File: src/rtl/ahb_lite_two_master_arb.sv
// Two-master AHB-Lite arbiter with a holding register per master.
// Define AHB_ARB_ROUND_ROBIN_EN for round-robin instead of fixed M0 priority.
module ahb_lite_two_master_arb #(
  parameter int ADDR_W = 32,
  parameter int DATA_W = 32
) (
  input  logic              HCLK,
  input  logic              HRESETn,
  input  logic [ADDR_W-1:0] HADDRM0,
  input  logic [1:0]        HTRANSM0,
  input  logic              HWRITEM0,
  input  logic              HMASTLOCKM0,
  input  logic [2:0]        HSIZEM0,
  input  logic [2:0]        HBURSTM0,
  input  logic [3:0]        HPROTM0,
  input  logic [DATA_W-1:0] HWDATAM0,
  output logic [DATA_W-1:0] HRDATAM0,
  output logic              HREADYM0,
  output logic              HRESPM0,
  input  logic [ADDR_W-1:0] HADDRM1,
  input  logic [1:0]        HTRANSM1,
  input  logic              HWRITEM1,
  input  logic              HMASTLOCKM1,
  input  logic [2:0]        HSIZEM1,
  input  logic [2:0]        HBURSTM1,
  input  logic [3:0]        HPROTM1,
  input  logic [DATA_W-1:0] HWDATAM1,
  output logic [DATA_W-1:0] HRDATAM1,
  output logic              HREADYM1,
  output logic              HRESPM1,
  output logic [ADDR_W-1:0] HADDRS,
  output logic [1:0]        HTRANSS,
  output logic              HWRITES,
  output logic [2:0]        HSIZES,
  output logic [2:0]        HBURSTS,
  output logic [3:0]        HPROTS,
  output logic              HMASTLOCKS,
  output logic [DATA_W-1:0] HWDATAS,
  input  logic [DATA_W-1:0] HRDATAS,
  input  logic              HREADYS,
  input  logic              HRESPS,
  output logic              HMASTERS
);

  typedef struct packed {
    logic [ADDR_W-1:0] addr;
    logic              write;
    logic [2:0]        size;
    logic [2:0]        burst;
    logic [3:0]        prot;
    logic              lock;
  } ctl_t;

  typedef enum logic [1:0] {
    DP_NONE,
    DP_M0,
    DP_M1
  } dp_t;

  localparam logic [1:0] IDLE   = 2'b00;
  localparam logic [1:0] NONSEQ = 2'b10;

  ctl_t live0, live1;
  ctl_t hold0, hold1;
  ctl_t src0, src1;
  ctl_t cur_ctl, last_ctl;
  logic [1:0] tr0, tr1;
  logic [1:0] cur_trans, last_trans;
  logic pend0, pend1;
  logic req0, req1, any_req;
  logic win, rr_pick;
  logic lock_q, lock_mst, lock_hit;
  logic issue0, issue1;
  logic cap0, cap1;
  logic cur_mst, last_mst;
  dp_t  dp_owner;

  assign live0 = {HADDRM0, HWRITEM0, HSIZEM0,
                  HBURSTM0, HPROTM0, HMASTLOCKM0};
  assign live1 = {HADDRM1, HWRITEM1, HSIZEM1,
                  HBURSTM1, HPROTM1, HMASTLOCKM1};

  // A held transfer always restarts as NONSEQ
  assign src0 = pend0 ? hold0 : live0;
  assign src1 = pend1 ? hold1 : live1;
  assign tr0  = pend0 ? NONSEQ : HTRANSM0;
  assign tr1  = pend1 ? NONSEQ : HTRANSM1;

  assign req0 = HRESETn & HREADYS & (pend0 | HTRANSM0[1]);
  assign req1 = HRESETn & HREADYS & (pend1 | HTRANSM1[1]);
  assign any_req  = req0 | req1;
  assign lock_hit = lock_q & (lock_mst ? req1 : req0);

`ifdef AHB_ARB_ROUND_ROBIN_EN
  logic last_gnt;

  assign rr_pick = ~last_gnt;

  always_ff @(posedge HCLK or negedge HRESETn) begin
    if (!HRESETn) begin
      last_gnt <= 1'b1;
    end else if (HREADYS && any_req) begin
      last_gnt <= win;
    end
  end
`else
  assign rr_pick = 1'b0;
`endif

  always_comb begin
    win = 1'b0;
    if (lock_hit) begin
      win = lock_mst;
    end else if (req0 && req1) begin
      win = rr_pick;
    end else begin
      win = req1;
    end
  end

  assign issue0 = any_req & ~win;
  assign issue1 = any_req & win;

  assign cur_ctl   = any_req ? (win ? src1 : src0) : last_ctl;
  assign cur_trans = any_req ? (win ? tr1 : tr0) : IDLE;
  assign cur_mst   = any_req ? win : last_mst;

  // Data-phase owner's next address is not held during its own waits
  assign cap0 = ~pend0 & HTRANSM0[1] & ~issue0
              & (HREADYS | (dp_owner != DP_M0));
  assign cap1 = ~pend1 & HTRANSM1[1] & ~issue1
              & (HREADYS | (dp_owner != DP_M1));

  always_ff @(posedge HCLK or negedge HRESETn) begin
    if (!HRESETn) begin
      pend0 <= 1'b0;
      pend1 <= 1'b0;
      hold0 <= '0;
      hold1 <= '0;
    end else begin
      if (cap0) begin
        pend0 <= 1'b1;
        hold0 <= live0;
      end else if (issue0) begin
        pend0 <= 1'b0;
      end
      if (cap1) begin
        pend1 <= 1'b1;
        hold1 <= live1;
      end else if (issue1) begin
        pend1 <= 1'b0;
      end
    end
  end

  always_ff @(posedge HCLK or negedge HRESETn) begin
    if (!HRESETn) begin
      last_ctl   <= '0;
      last_trans <= IDLE;
      last_mst   <= 1'b0;
      lock_q     <= 1'b0;
      lock_mst   <= 1'b0;
      dp_owner   <= DP_NONE;
    end else if (HREADYS) begin
      last_ctl   <= cur_ctl;
      last_trans <= cur_trans;
      last_mst   <= cur_mst;
      lock_q     <= any_req & cur_ctl.lock;
      lock_mst   <= win;
      if (!any_req) begin
        dp_owner <= DP_NONE;
      end else if (win) begin
        dp_owner <= DP_M1;
      end else begin
        dp_owner <= DP_M0;
      end
    end
  end

  assign {HADDRS, HWRITES, HSIZES, HBURSTS, HPROTS, HMASTLOCKS} =
    HREADYS ? cur_ctl : last_ctl;
  assign HTRANSS  = HREADYS ? cur_trans : last_trans;
  assign HMASTERS = HREADYS ? cur_mst : last_mst;

  assign HREADYM0 = pend0 ? 1'b0 : HREADYS;
  assign HREADYM1 = pend1 ? 1'b0 : HREADYS;
  assign HRESPM0  = (dp_owner == DP_M0) & HRESPS;
  assign HRESPM1  = (dp_owner == DP_M1) & HRESPS;
  assign HRDATAM0 = HRDATAS;
  assign HRDATAM1 = HRDATAS;

  always_comb begin
    HWDATAS = '0;
    unique case (dp_owner)
      DP_M0:   HWDATAS = HWDATAM0;
      DP_M1:   HWDATAS = HWDATAM1;
      default: HWDATAS = '0;
    endcase
  end

endmodule

File: config.mk
export PLATFORM = sky130hd
export DESIGN_NAME = ahb_lite_two_master_arb
export DESIGN_NICKNAME = d
export VERILOG_FILES = /design/src/rtl/ahb_lite_two_master_arb.sv
export SDC_FILE = /design/constraint.sdc
export NUM_CORES = 1
export LEC_CHECK = 0
export ABC_AREA = 1
export BUFFER_PORTS_ARGS = -buffer_cell sky130_fd_sc_hd__buf_2
export CAP_MARGIN = 0
export CORE_ASPECT_RATIO = 1.4
export CORE_MARGIN = 10
export CORE_UTILIZATION = 25
export CTS_CLUSTER_DIAMETER = 100
export CTS_CLUSTER_SIZE = 20
export DETAILED_ROUTE_END_ITERATION = 10
export SYNTH_ARGS = -nofsm -noshare
export SYNTH_HDL_FRONTEND = slang
export SYNTH_SLANG_ARGS = --single-unit
File: constraint.sdc
create_clock -name HCLK -period 3.4 [get_ports HCLK]
set_input_delay 0.34 -clock HCLK [delete_from_list [all_inputs] [get_ports HCLK]]
set_output_delay 0.34 -clock HCLK [all_outputs]
set_load 0.005 [all_outputs]
==> flow_summary.toml <==
[setup_path]
path_common_cell = "nand2_2"
cpMaxStageDelayCell = "dlygate4sd3_1"
path_class = "input pin to output pin"
cp_top_family = "buffers and inverters"
crit_path_max_incr_delay_ns = 0.54
startpoint_type = "input pin"
path_cells = "dlygate4sd3_1 -> buf_6 -> nand2_2 -> inv_2 -> nand2_2 -> nand2_2 -> nand2_2 -> inv_2 -> buf_4 -> nand2_1 -> nand2_1 -> buf_2"
reg2reg_slack_ns = 0.89
cp_data_arrival_time_ns = 2.68
crit_fanout = 22
cp.required_ns = 3.06
cp-end-kind = "output pin"
crit_buf_inv = 6

[yosys]
synth_cell_types = 21
synthTopCellsByArea = "dfrtp_1 (43%), nand2_1 (24%), nand3_1 (8.3%)"
synth.avg_cell_area_sq_um = 6.912
synthesis.area_sq_mm = 0.008122
syn-num-nets = 1369
yosysWarnings = 0
seq_area_frac_synth = 0.4344
ys_seq_elements = 141
synth.largest_area_cell = "dfrtp_1"
synth.top_cell.area_share = 0.4344
syn-instance-count = 1175

[global_route]
grt_max_degree = 89
antenna_found_initial = 2
grt_pass1_vias = 7642
grt_pass1_wl_mm = 43.05
grt_overflow_total = 0
grt_util_all_layers = 0.1383

[floorplanning]
dieArea_sq_mm = 0.04020
chipHeight_um = 233.3
ios = 339
rows = 78
die_w_um = 172.3
start_util = 0.2522
coreArea_sq_mm = 0.03221

[clock_network]
clock_path_buffers = 2
clock-sinks = 141
cts_made_buffers = 17
clkTransAtPathRegs_ns = 0.07
clock_latency_ns = 0.44
cts_resized = 0
htree_num_levels = 4
cts_tree = "done"
clockRootBuffer = "clkbuf_16"

[sta]
fmax_mhz = 331.6
rsz0062_at_grt = "no"
hold_violations = 0
fin_crit_sh = 0.8870
max_slew.worst_pin.slew_ns = 1.050
slew_violations = 0
slew_headroom = 0.2999
worst_slack_ns = 0.3841
skew_ns = 0.008753
finalSetupTns_ns = 0
layout_min_cycle_time_ns = 3.016
setup_viol = 0

[power_and_ir_drop]
p_leak_nw = 5.543
powerDensity_mw_per_mm2 = 797.7
ir_drop_mv = 0.3479
fin_total_pwr_w = 0.007806

[cells_and_area]
layout_commonest_cell = "nand2_1"
n_fill_cell = 3513
nets = 1511
most-common-layout-cells = "nand2_1 (517), buf_2 (241), dfrtp_1 (139), nand3_1 (134), inv_1 (96)"
stdcell_area_sq_mm = 0.009786
drive_gt1_frac = 0.2316
area_growth_syn_to_layout_pct = 20.49
antenna_cells = 0

[placement]
pre_cts_ws_ns = 0.7993
place_congestion = 0.8158
placed_cell_area_sq_mm = 0.009155
place_hpwl_mm = 19.29
io_buffers = 242

[detailed_routing]
firstDrtPassIters = 5
drt-vias-per-instance = 4.408
wl_per_cell_um = 16.18
drtIter0Drc = 392
drc = 0
dr_total_vias = 7626
wl_mm = 27.99
drtAntennaViolNets = 0

[run_status]
status = "finished clean"

[hold_path]
hp-class = "input pin to flop"

[flow_run]
max_cap_viol_count = 0
-- report_power, final --
part	internal, W	leakage [nW]	switching [W]
registers	0.00244	1.75	0.000327
clock network	0.00119	0.302	0.000793
logic	0.00109	3.49	0.00196
total	0.00472	5.54	0.00308
-- flip-flops by register name, summed over array words and instances, names as in the netlist --
| signal | count |
|---|---|
| pend1 | 1 |
| lock_mst | 1 |
| last_ctl | 44 |
| dp_owner | 2 |
| lock_q | 1 |
| last_trans | 2 |
| pend0 | 1 |
| hold1 | 44 |
| last_mst | 1 |
| hold0 | 44 |
-- worst reg2reg max path: stages (launching register included) --
cell and delay (ns):
dfrtp_4 0.48, buf_4 0.27, inv_2 0.10, nand2_1 0.06, nand2_2 0.07, nand2_2 0.09, nand2_2 0.09, buf_4 0.49
nand2_4 0.49, nand2_1 0.19, nand2_1 0.06
-- timing repair --
action | in CTS | in global routing
hold buffers | 1 | 0
buffers inserted | 0 | 0
endpoints found under the hold margin | 19 | 0
-- cells by family (layout without fill, tap and decap cells) --
group                    count (synthesis)  in the layout  synth area share
AND/OR/NAND/NOR                        669            669            0.3362
AO/OA/AOI/OAI                          126            126           0.07934
buffers and inverters                  237            392            0.1470
flip-flops                             141            141            0.4344
adder cells (fa/ha/maj)                  2              2          0.003081
-- final cells by class --
class	count	area, sq um	share of cell area
well taps	400	500.5	0.05114
multi-input cells	797	3405	0.3479
clock buffers	18	439.2	0.04488
flip-flops and latches	141	3533	0.3611
clock inverters	14	181.4	0.01854
inverters	101	379.1	0.03874
repair buffers	259	1348	0.1377
-- layer usage --
layer / part of all wire / GRT usage / vias up
li1: - / - / 3865
met3: 0.055 / 0.03160 / 86
met2: 0.51 / 0.2424 / 201
met4: 0.035 / 0.07291 / 4
met5: 0.00082 / 0 / -
met1: 0.40 / 0.1515 / 3470
-- final timing paths --
| path | startpoint | endpoint | cells past startpoint |
|---|---|---|---|
| worst max-delay path | HRESETn | HBURSTS[2] | 12 |
| worst min-delay path | HADDRM0[12] | hold0[24] | 3 |
| worst max register to register | pend1 | hold0[10] | 10 |
| worst min register to register | last_mst | last_mst | 2 |
| max in group asynchronous | HRESETn | pend1 | 3 |
| min in group asynchronous | HRESETn | last_ctl[10] | 2 |
-- cell usage after synthesis --
library cell and instances:
inv_2 5, dfrtp_1 141, ha_1 2, nand2_2 7
inv_1 96, nor2_1 7, a21boi_0 1, nor2_8 1
nand2_4 2, buf_6 5, buf_1 12, a21oi_4 1
nand2_1 517, a21oi_1 33, nand4_1 1, clkbuf_1 40
buf_4 67, buf_2 12, o21ai_0 71, o21ai_1 20
nand3_1 134
-- through the flow --
stage	cells	util	hold slack [ns]
after floorplan	1175	-	0.04441
after global placement	1697	0.2843	0.2179
after detailed placement	1697	0.2843	0.2131
after CTS	1730	0.3038	0.1108
after global routing	1730	0.3038	0.1151
final	1730	0.3038	0.1409
No activity file was read; power rests on OpenSTA's default activity.
